$ cat src/rtl/wb_defs_pkg.sv
// Writeback definitions shared by the write queue, decode and hazard logic.
// A queue entry is {rd, data}; rd is REG_ADDR_W wide, data is the register file width.
package wb_defs;

    localparam int REG_ADDR_W = 5;

    typedef logic [REG_ADDR_W-1:0] reg_addr_t;

    localparam reg_addr_t X0 = '0;

    function automatic logic is_x0(input reg_addr_t a);
        return a == X0;
    endfunction

endpackage

$ cat src/rtl/wb_match.sv
// Youngest-first search of the occupied queue entries for a destination register.
// Walks entries oldest to youngest so the last hit (closest to tail) wins.
module wb_match
    import wb_defs::*;
#(
    parameter int N     = 32,
    parameter int DEPTH = 4,
    localparam int AW   = $clog2(DEPTH),
    localparam int CW   = AW + 1
) (
    input  reg_addr_t                          q,
    input  logic [DEPTH-1:0][REG_ADDR_W-1:0]   ent_rd,
    input  logic [DEPTH-1:0][N-1:0]            ent_data,
    input  logic [AW-1:0]                      head,
    input  logic [CW-1:0]                      count,
    output logic                               hit,
    output logic [N-1:0]                       data
);

    logic [AW-1:0] idx;

    always_comb begin
        hit  = 1'b0;
        data = '0;
        idx  = '0;
        for (int i = 0; i < DEPTH; i++) begin
            idx = head + AW'(i);
            if ((CW'(i) < count) && (ent_rd[idx] == q) && !is_x0(q)) begin
                hit  = 1'b1;
                data = ent_data[idx];
            end
        end
    end

endmodule

$ cat src/rtl/wb_write_queue.sv
// In-order writeback queue feeding the register file write port from the load and ALU paths,
// with pending-write lookup and youngest-entry forwarding for decode.
module wb_write_queue
    import wb_defs::*;
#(
    parameter int N     = 32,
    parameter int DEPTH = 4,
    localparam int AW   = $clog2(DEPTH),
    localparam int CW   = AW + 1
) (
    input  logic                  clk,
    input  logic                  rst,
    input  logic                  ld_valid,
    output logic                  ld_ready,
    input  logic [REG_ADDR_W-1:0] ld_rd,
    input  logic [N-1:0]          ld_data,
    input  logic                  alu_valid,
    output logic                  alu_ready,
    input  logic [REG_ADDR_W-1:0] alu_rd,
    input  logic [N-1:0]          alu_data,
    output logic                  wr_en,
    output logic [REG_ADDR_W-1:0] wr_addr,
    output logic [N-1:0]          wr_data,
    input  logic [REG_ADDR_W-1:0] q_rs1,
    input  logic [REG_ADDR_W-1:0] q_rs2,
    output logic                  rs1_pending,
    output logic                  rs2_pending,
    output logic [N-1:0]          rs1_fwd,
    output logic [N-1:0]          rs2_fwd,
    output logic [CW-1:0]         count,
    output logic                  empty,
    output logic                  full
);

    logic [DEPTH-1:0][REG_ADDR_W-1:0] ent_rd;
    logic [DEPTH-1:0][N-1:0]          ent_data;
    logic [AW-1:0]                    head, tail, alu_idx;
    logic [CW-1:0]                    free;
    logic                             pop, ld_store, alu_store;

    assign empty = (count == '0);
    assign full  = (count == CW'(DEPTH));
    assign pop   = !empty;

    // The head slot is vacated this edge, so it counts as free for an incoming result.
    assign free      = CW'(DEPTH) - count + CW'(pop);
    assign ld_ready  = !rst && (free != '0);
    assign alu_ready = !rst && ((free >= CW'(2)) || ((free != '0) && !ld_valid));

    assign ld_store  = ld_valid && ld_ready && !is_x0(ld_rd);
    assign alu_store = alu_valid && alu_ready && !is_x0(alu_rd);
    assign alu_idx   = tail + AW'(ld_store);

    assign wr_en   = pop;
    assign wr_addr = pop ? ent_rd[head]   : '0;
    assign wr_data = pop ? ent_data[head] : '0;

    always_ff @(posedge clk or posedge rst) begin
        if (rst) begin
            head  <= '0;
            tail  <= '0;
            count <= '0;
        end else begin
            head  <= head + AW'(pop);
            tail  <= tail + AW'(ld_store) + AW'(alu_store);
            count <= count - CW'(pop) + CW'(ld_store) + CW'(alu_store);
        end
    end

    // Entry storage needs no reset: only slots inside [head, head+count) are ever observed.
    always_ff @(posedge clk) begin
        if (ld_store) begin
            ent_rd[tail]   <= ld_rd;
            ent_data[tail] <= ld_data;
        end
        if (alu_store) begin
            ent_rd[alu_idx]   <= alu_rd;
            ent_data[alu_idx] <= alu_data;
        end
    end

    logic [1:0][REG_ADDR_W-1:0] q_rs;
    logic [1:0]                 hit;
    logic [1:0][N-1:0]          fwd;

    assign q_rs = {q_rs2, q_rs1};

    for (genvar g = 0; g < 2; g++) begin : g_match
        wb_match #(.N(N), .DEPTH(DEPTH)) u_match (
            .q        (q_rs[g]),
            .ent_rd   (ent_rd),
            .ent_data (ent_data),
            .head     (head),
            .count    (count),
            .hit      (hit[g]),
            .data     (fwd[g])
        );
    end

    assign rs1_pending = hit[0];
    assign rs2_pending = hit[1];
    assign rs1_fwd     = fwd[0];
    assign rs2_fwd     = fwd[1];

endmodule

$ cat config.mk
export PLATFORM = sky130hd
export DESIGN_NAME = wb_write_queue
export DESIGN_NICKNAME = d
export VERILOG_FILES = /design/src/rtl/wb_defs_pkg.sv /design/src/rtl/wb_match.sv /design/src/rtl/wb_write_queue.sv
export SDC_FILE = /design/constraint.sdc
export NUM_CORES = 1
export LEC_CHECK = 0
export CAP_MARGIN = 20
export CORE_AREA = 2 2 187 189
export CTS_BUF_LIST = sky130_fd_sc_hd__clkbuf_4
export CTS_CLUSTER_DIAMETER = 150
export DETAILED_ROUTE_END_ITERATION = 8
export DIE_AREA = 0 0 189 191
export PLACE_DENSITY = 0.62
export SETUP_SLACK_MARGIN = 0.05
export SKIP_CTS_REPAIR_TIMING = 1
export SYNTH_ARGS = -nofsm -noshare
export SYNTH_HDL_FRONTEND = slang
export SYNTH_SLANG_ARGS = --single-unit
$ cat constraint.sdc
create_clock -name clk -period 4 [get_ports clk]
set_input_delay 0.6 -clock clk [delete_from_list [all_inputs] [get_ports clk]]
set_output_delay 0.6 -clock clk [all_outputs]
set_load 0.005 [all_outputs]
; After elaboration in Yosys (flattened, before gate mapping)
; Cells that the tools add are included.
[word_totals]
output_inout_bits = 111
ff_bits = 155
inputBits = 88
[op_classes]
reduce_logical = 39
eq_ne = 9
n_lt_le_gt_ge = 13
addsub = 11
n_mux = 50
[ops]
columns = operator, n
row1 = 32-bit 2-to-1 mux, 15
row2 = 32-bit binary-select mux with 2-bit select, 4
row3 = 128-bit bitwise mux, 2
row4 = 128-bit 2-to-1 mux, 2
row5 = 32-bit demux with 2-bit select, 2
row6 = 5-bit binary-select mux with 2-bit select, 4
row7 = 20-bit bitwise mux, 2
row8 = 5-bit equality test, 8
row9 = 20-bit 2-to-1 mux, 2
row10 = 5-bit 2-to-1 mux, 7
row11 = 1-bit logical AND, 25
row12 = 5-bit demux with 2-bit select, 2
row13 = 5-bit zero test, 4
row14 = 2-bit by 3-bit less-than comparator with 1-bit output (second input constant), 6
row15 = 3-bit by 1-bit adder with 3-bit output, 3
row16 = 1-bit 2-to-1 mux, 8
row17 = 1-bit zero test, 7
row18 = 2-bit by 1-bit adder with 2-bit output, 3
row19 = 1-bit by 3-bit less-than comparator with 1-bit output (first input constant), 2
row20 = 2-bit by 3-bit less-than comparator with 1-bit output (first input constant), 2
row21 = 2-bit adder (second input constant), 2
row22 = 2-bit by 1-bit greater-or-equal comparator with 1-bit output (second input constant), 2
row23 = 3-bit equality test (second input constant), 1
row24 = 3-bit by 2-bit greater-or-equal comparator with 1-bit output (second input constant), 1
row25 = 6 further kinds, 6

; Logic depth before layout (Yosys ltp)
; Gate-level depths: netlist (run 1).
[depth]
word_depth = 14
mapped_depth = 16

; Modules after synthesis
; From an unflattened synthesis (run 1), not the netlist that was laid out.
[unflattened]
hier_cells = 2321
area_unflattened_um2 = 17957.2
[modules_own_cells]
columns = mod, area_per_inst_um2, n_inst, cells_each
row1 = wb_write_queue, 9131.3, 1, 1045
row2 = wb_match, 4413.0, 2, 638

; Worst setup path before layout (run 1)
; No wires, ideal clock.
[synth_path]
kind = reg2reg
startpoint = reg count[1]
endpoint = reg ent_data[29] (netlist bit)
n_path_buf = 3
t_required_ns = 3.869
period_less_slack_ns = 3.389
setup_slack_ns = 0.611
arrival_ns = 3.258
path_stages_with_launch = 16
path_cell_list = dfrtp_1 -> nor3_1 -> clkbuf_1 -> ha_1 -> inv_1 -> ha_1 -> xor2_1 -> nor2_1 -> a21oi_1 -> o211a_1 -> ha_1 -> xnor2_1 -> and3_1 -> clkbuf_1 -> clkbuf_1 -> o21ai_0
[synth_via]
elab_chain_cells = 14
[synth_lines]
columns = element, line
row1 = start: declaration, wb_write_queue.sv:30  ; output logic [CW-1:0] count,
row2 = start signal: assignment, wb_write_queue.sv:66  ; count <= count - CW'(pop) + CW'(ld_store) + CW'(alu_store);
row3 = 3-bit zero test *, wb_write_queue.sv:41  ; assign empty = (count == '0);
row4 = named net empty, wb_write_queue.sv:31  ; output logic empty,
row5 = 1-bit zero test *, wb_write_queue.sv:43  ; assign pop = !empty;
row6 = 3-bit by 1-bit adder with 3-bit output *, wb_write_queue.sv:46  ; assign free = CW'(DEPTH) - count + CW'(pop);
row7 = 3-bit nonzero test *, wb_write_queue.sv:47  ; assign ld_ready = !rst && (free != '0);
row8 = 1-bit logical AND *, wb_write_queue.sv:47
row9 = named net ld_ready, wb_write_queue.sv:14  ; output logic ld_ready,
row10 = 1-bit logical AND * (2 in a row), wb_write_queue.sv:50  ; assign ld_store = ld_valid && ld_ready && !is_x0(ld_rd);
row11 = 2-bit by 1-bit adder with 2-bit output, wb_write_queue.sv:52  ; assign alu_idx = tail + AW'(ld_store);
row12 = 2-bit by 3-bit less-than comparator with 1-bit output (not written as such) / 2-bit by 1-bit greater-or-equal comparator with 1-bit output (equally long branches), wb_write_queue.sv:78  ; ent_data[alu_idx] <= alu_data;
row13 = 1-bit logical AND (not written as such), wb_write_queue.sv:78
row14 = 32-bit 2-to-1 mux (not written as such), wb_write_queue.sv:78
row15 = 32-bit demux with 2-bit select, wb_write_queue.sv:78
row16 = 128-bit bitwise mux, wb_write_queue.sv:78
row17 = 128-bit 2-to-1 mux *, wb_write_queue.sv:76  ; if (alu_store) begin
row18 = end signal: indexed assignment, wb_write_queue.sv:74  ; ent_data[tail] <= ld_data;
row19 = end signal: indexed assignment, wb_write_queue.sv:78
row20 = end: declaration, wb_write_queue.sv:36  ; logic [DEPTH-1:0][N-1:0] ent_data;
; Mark *: on every way through the listed nets, which the timed path passes. The rest lies on a longest branch.

; Final worst setup path (run 1)
[layout_path]
startpoint = reg head[0]
endpoint = out rs1_fwd[1]
[layout_via]
elab_chain_cells = 9
[layout_lines]
columns = element, line
row1 = start: declaration, wb_write_queue.sv:37  ; logic [AW-1:0] head, tail, alu_idx;
row2 = start signal: assignment, wb_write_queue.sv:64  ; head <= head + AW'(pop);
row3 = 2-bit by 1-bit adder with 2-bit output / 5-bit binary-select mux with 2-bit select (equally long branches), "wb_match.sv:27, wb_match.sv:28"
row4 = 5-bit binary-select mux with 2-bit select / 5-bit 2-to-1 mux (equally long branches), wb_match.sv:28  ; if ((CW'(i) < count) && (ent_rd[idx] == q) && !is_x0(q)) begin
row5 = 5-bit 2-to-1 mux (not written as such) / 5-bit equality test (equally long branches), wb_match.sv:28
row6 = 5-bit equality test / 1-bit logical AND (equally long branches), wb_match.sv:28
row7 = 1-bit logical AND, wb_match.sv:28
row8 = 1-bit logical AND / 32-bit 2-to-1 mux (equally long branches), wb_match.sv:28
row9 = 32-bit 2-to-1 mux (2 in a row), wb_match.sv:28
row10 = 32-bit 2-to-1 mux *, wb_match.sv:28
row11 = end: declaration, wb_write_queue.sv:28  ; output logic [N-1:0] rs1_fwd,
; Every way passes the cells marked *; elsewhere a longest branch is shown, timed or not. The select of a mux whose other input is x is not followed.

==> flow_metrics.py, run 1 <==
metrics = {
    "sta": {
        "timing.final.crit_share": 1.07,
        "worstMarginPinSlew_ps": 722,
        "slew_viol_final": 0,
        "setup_slack_ps": -284,
        "final.min_clock_period_ps": 4280,
        "slew_headroom": 0.519,
        "fin_skew_ps": 36.3,
        "max_clock_freq_ghz": 0.233,
        "rsz0062_at_grt": "yes",
        "finalSetupViolCount": 64,
        "final_hold_viol_count": 0,
    },
    "critical_path": {
        "critical-path-top-delay-family": "compound AO/OA/AOI/OAI gates",
        "peak_fanout_along_the_critical_path": 5,
        "path_cells": "buf_6 -> mux4_2 -> or3_4 -> a2111oi_4 -> o21ai_4 -> buf_6 -> or3_1 -> a21o_1 -> a21oi_2 -> clkbuf_2",
        "crit_path_top_delay_cell": "sky130_fd_sc_hd__dfrtp_4",
        "cpMostUsedCell": "sky130_fd_sc_hd__buf_6",
        "required_time_reported_for_the_critical_path_endpoint_ps": 3400,
        "cp.arrival_ps": 3680,
        "setup.worst_path.start_class": "flip-flop",
        "timing.setup.critical_path_class": "flip-flop to output port",
        "peak_per_stage_delay_on_the_critical_path_ps": 540,
        "worstPathBufferInverterCount": 3,
        "end_kind": "output port",
    },
    "power": {
        "power.total_w": 0.0161,
        "leakagePower_nw": 7.51,
        "power_density_nw_per_um2": 897,
        "irDropWorstVdd_mv": 0.527,
    },
    "final_layout": {
        "num-nets-final": 1995,
        "flow.area_growth_from_synthesis_pct": 39.4,
        "postLayoutCellArea_um2": 17900,
        "instances_no_fill": 2367,
        "layout_cells_sized_above_1": 0.251,
        "filler_cell_count": 3130,
    },
    "yosys": {
        "number_of_enable_type_register_cells_in_the_synthesized_netlist": 0,
        "leading_post_synthesis_cells_by_instance_count": "297 x sky130_fd_sc_hd__mux2i_1, 248 x sky130_fd_sc_hd__nand2_1, 209 x sky130_fd_sc_hd__o21ai_0",
        "postSynthCellCount": 1644,
        "ys_dominant_reg_cell": "sky130_fd_sc_hd__dfxtp_1",
        "synth_nets": 1742,
        "yosys.cell_count.top_type": "sky130_fd_sc_hd__mux2i_1",
        "ys_warn_count": 0,
        "postSynth.asyncResetShare": 0.0452,
        "post_synthesis_sequential_area_ratio": 0.244,
        "leading_cell_types_by_total_area_after_synthesis": "sky130_fd_sc_hd__mux2i_1 23%, sky130_fd_sc_hd__dfxtp_1 23%, sky130_fd_sc_hd__o21ai_0 8.1%",
        "ys_ff_latch": 155,
        "yosysTopAreaCell": "sky130_fd_sc_hd__mux2i_1",
        "synthesis.area_um2": 12900,
        "synthesized_area_divided_by_synthesized_cell_count_um2": 7.82,
        "synthDominantCellAreaShare": 0.231,
        "post_synth_num_cell_types": 54,
    },
    "floorplan": {
        "io-pin-count": 199,
        "core_region_area_um2": 34100,
        "die-width_um": 189,
        "floorplan.die.height_um": 191,
        "placement_rows": 68,
        "start_util": 0.377,
        "die_area_um2": 36100,
    },
    "detailed_routing": {
        "route.final.wire_length_um": 48000,
        "routed_via_count": 13305,
        "drt_iter0_markers": 721,
        "count_of_tritonroute_iterations_in_the_first_routing_pass": 5,
        "ant_nets": 0,
        "route.detailed.drc": 0,
        "routed_len_inst_um": 20.3,
        "route.detailed.vias_per_inst": 5.62,
    },
    "run_status": {
        "violations": "negative setup slack",
        "outcome": "finished with violations",
    },
    "place": {
        "detailed_place.area_um2": 16100,
        "post-dp-hpwl_um": 31100,
        "placement.io_buffers": 198,
        "globalplace.congestion": 0.892,
        "placed_cells_incl_taps": 2264,
    },
    "clocking": {
        "clkSlewWorstSetupHoldPaths_ps": 170,
        "cts_buf_count": 17,
        "ctsHtreeMaxLevel": 4,
        "cell_at_the_root_of_the_clock_tree": "sky130_fd_sc_hd__clkbuf_4",
        "clkLatencyLatePin_ps": 570,
        "cts_sinks": 155,
        "cts_tree": "built",
        "max-clock-path-buffers": 2,
    },
    "grt": {
        "grt_pass1_vias": 12369,
        "maximum_number_of_pins_on_one_net_before_global_route_repair": 107,
        "wire_length_of_the_first_global_routing_pass_um": 67700,
        "grt_use_total": 0.237,
        "antenna_found_initial": 3,
        "grt_overflow": 0,
    },
    "run": {
        "max_cap_violations": 0,
    },
    "hold_path": {
        "worst_min_delay_path_category": "input port to asynchronous set/reset pin",
    },
}
## metal layers
metal	global-route usage	vias up	routed length, um
met3	0.0285	100	2480
met4	0.0889	2	1800
li1	-	6386	-
met5	0	-	13
met2	0.403	438	22600
met1	0.307	6379	21100
## cell families after synthesis
group,Yosys count,synth area share
buf+inv,189,0.0636
mux,348,0.287
simple gates,506,0.177
fa+ha+maj,10,0.0109
xor+xnor,47,0.0320
compound gates,389,0.184
flops,155,0.244
## sequential cells by signal, indices dropped and copies added (netlist names)
| register | flops |
|---|---|
| tail | 2 |
| ent_data | 128 |
| head | 2 |
| count | 3 |
| ent_rd | 20 |
## cells in the final DEF (no fill, tap or decap), types with 5 or more instances in the layout
cell type | synthesis | layout
sky130_fd_sc_hd__buf_12 | 0 | 37
sky130_fd_sc_hd__clkdlybuf4s50_1 | 0 | 132
sky130_fd_sc_hd__a221oi_1 | 55 | 6
sky130_fd_sc_hd__clkbuf_4 | 0 | 18
sky130_fd_sc_hd__dfrtp_1 | 7 | 5
sky130_fd_sc_hd__buf_2 | 38 | 52
sky130_fd_sc_hd__nand2_1 | 248 | 246
sky130_fd_sc_hd__nor2b_1 | 39 | 39
sky130_fd_sc_hd__xor2_1 | 22 | 21
sky130_fd_sc_hd__a21oi_2 | 4 | 14
sky130_fd_sc_hd__nor3_1 | 75 | 63
sky130_fd_sc_hd__buf_4 | 3 | 110
sky130_fd_sc_hd__clkbuf_16 | 0 | 10
sky130_fd_sc_hd__o21ai_1 | 2 | 7
sky130_fd_sc_hd__a221oi_2 | 0 | 44
sky130_fd_sc_hd__nor2_1 | 76 | 55
sky130_fd_sc_hd__ha_1 | 8 | 8
sky130_fd_sc_hd__a21oi_1 | 71 | 60
sky130_fd_sc_hd__dfxtp_1 | 148 | 148
sky130_fd_sc_hd__mux4_2 | 13 | 13
sky130_fd_sc_hd__clkbuf_2 | 0 | 5
sky130_fd_sc_hd__and2_1 | 32 | 31
sky130_fd_sc_hd__mux2i_2 | 0 | 7
sky130_fd_sc_hd__mux2i_1 | 297 | 286
sky130_fd_sc_hd__nor3_2 | 2 | 12
sky130_fd_sc_hd__xnor2_1 | 25 | 21
sky130_fd_sc_hd__nor2_4 | 0 | 18
sky130_fd_sc_hd__a221oi_4 | 0 | 5
sky130_fd_sc_hd__inv_1 | 39 | 38
sky130_fd_sc_hd__nor4_1 | 7 | 5
sky130_fd_sc_hd__o21ai_0 | 209 | 201
sky130_fd_sc_hd__mux2_2 | 38 | 37
sky130_fd_sc_hd__o31a_1 | 29 | 29
sky130_fd_sc_hd__buf_8 | 1 | 8
sky130_fd_sc_hd__buf_6 | 5 | 25
## metrics by stage
step	hold WS (ps)	util	setup TNS, ps	setup WS (ps)
floorplan	403	-	0	611
global placement	530	0.471	-5010	-196
detailed placement	542	0.471	-5320	-230
CTS	243	0.480	-38040	-707
global route	271	0.525	-17690	-379
finish	292	0.525	-9410	-284
## where the power goes
part / switching [W] / leakage [nW] / internal [W] / total, W
clock network: 0.000664 / 0.171 / 0.000460 / 0.00112
registers: 0.000679 / 1.32 / 0.00236 / 0.00304
logic: 0.00624 / 6.02 / 0.00567 / 0.0119
## final cells by class
cell class / count / area, um2 / share of cell area
antenna: 2 / 5.00 / 0.000279
clock buffer: 18 / 135 / 0.00754
clock inverter: 14 / 188 / 0.0105
inverter: 40 / 163 / 0.00908
multi-input combinational: 1300 / 9820 / 0.548
sequential: 155 / 3150 / 0.176
tap: 455 / 569 / 0.0318
timing repair buffer: 383 / 3890 / 0.217
## path summary, 6_finish.rpt
check	from	end	slack (ps)	cells after the start
worst max-delay path	head[0]$_DFF_PP0_	rs1_fwd[1]	-280	10
min in group clk	ent_data[14]$_DFF_P_	ent_data[14]$_DFF_P_	550	2
max in group asynchronous	rst	head[1]$_DFF_PP0_	3450	2
worst min register to register	ent_data[14]$_DFF_P_	ent_data[14]$_DFF_P_	550	2
worst min-delay path	rst	count[0]$_DFF_PP0_	290	2
worst max register to register	count[0]$_DFF_PP0_	ent_data[27]$_DFF_P_	620	13
Note: power is estimated with default switching activity, not from simulation.
==> run 2: changes to the inputs <==
Settings changed: SLEW_MARGIN from default to 40.
==> results of run 2 <==
Same layout as run 1: the final DEF is identical, and so are final timing and power.
==> run 3: changes to the inputs <==
Settings changed: CAP_MARGIN 20 to default.
==> results of run 3 <==
Same layout as run 1: the final DEF is identical, and so are final timing and power.
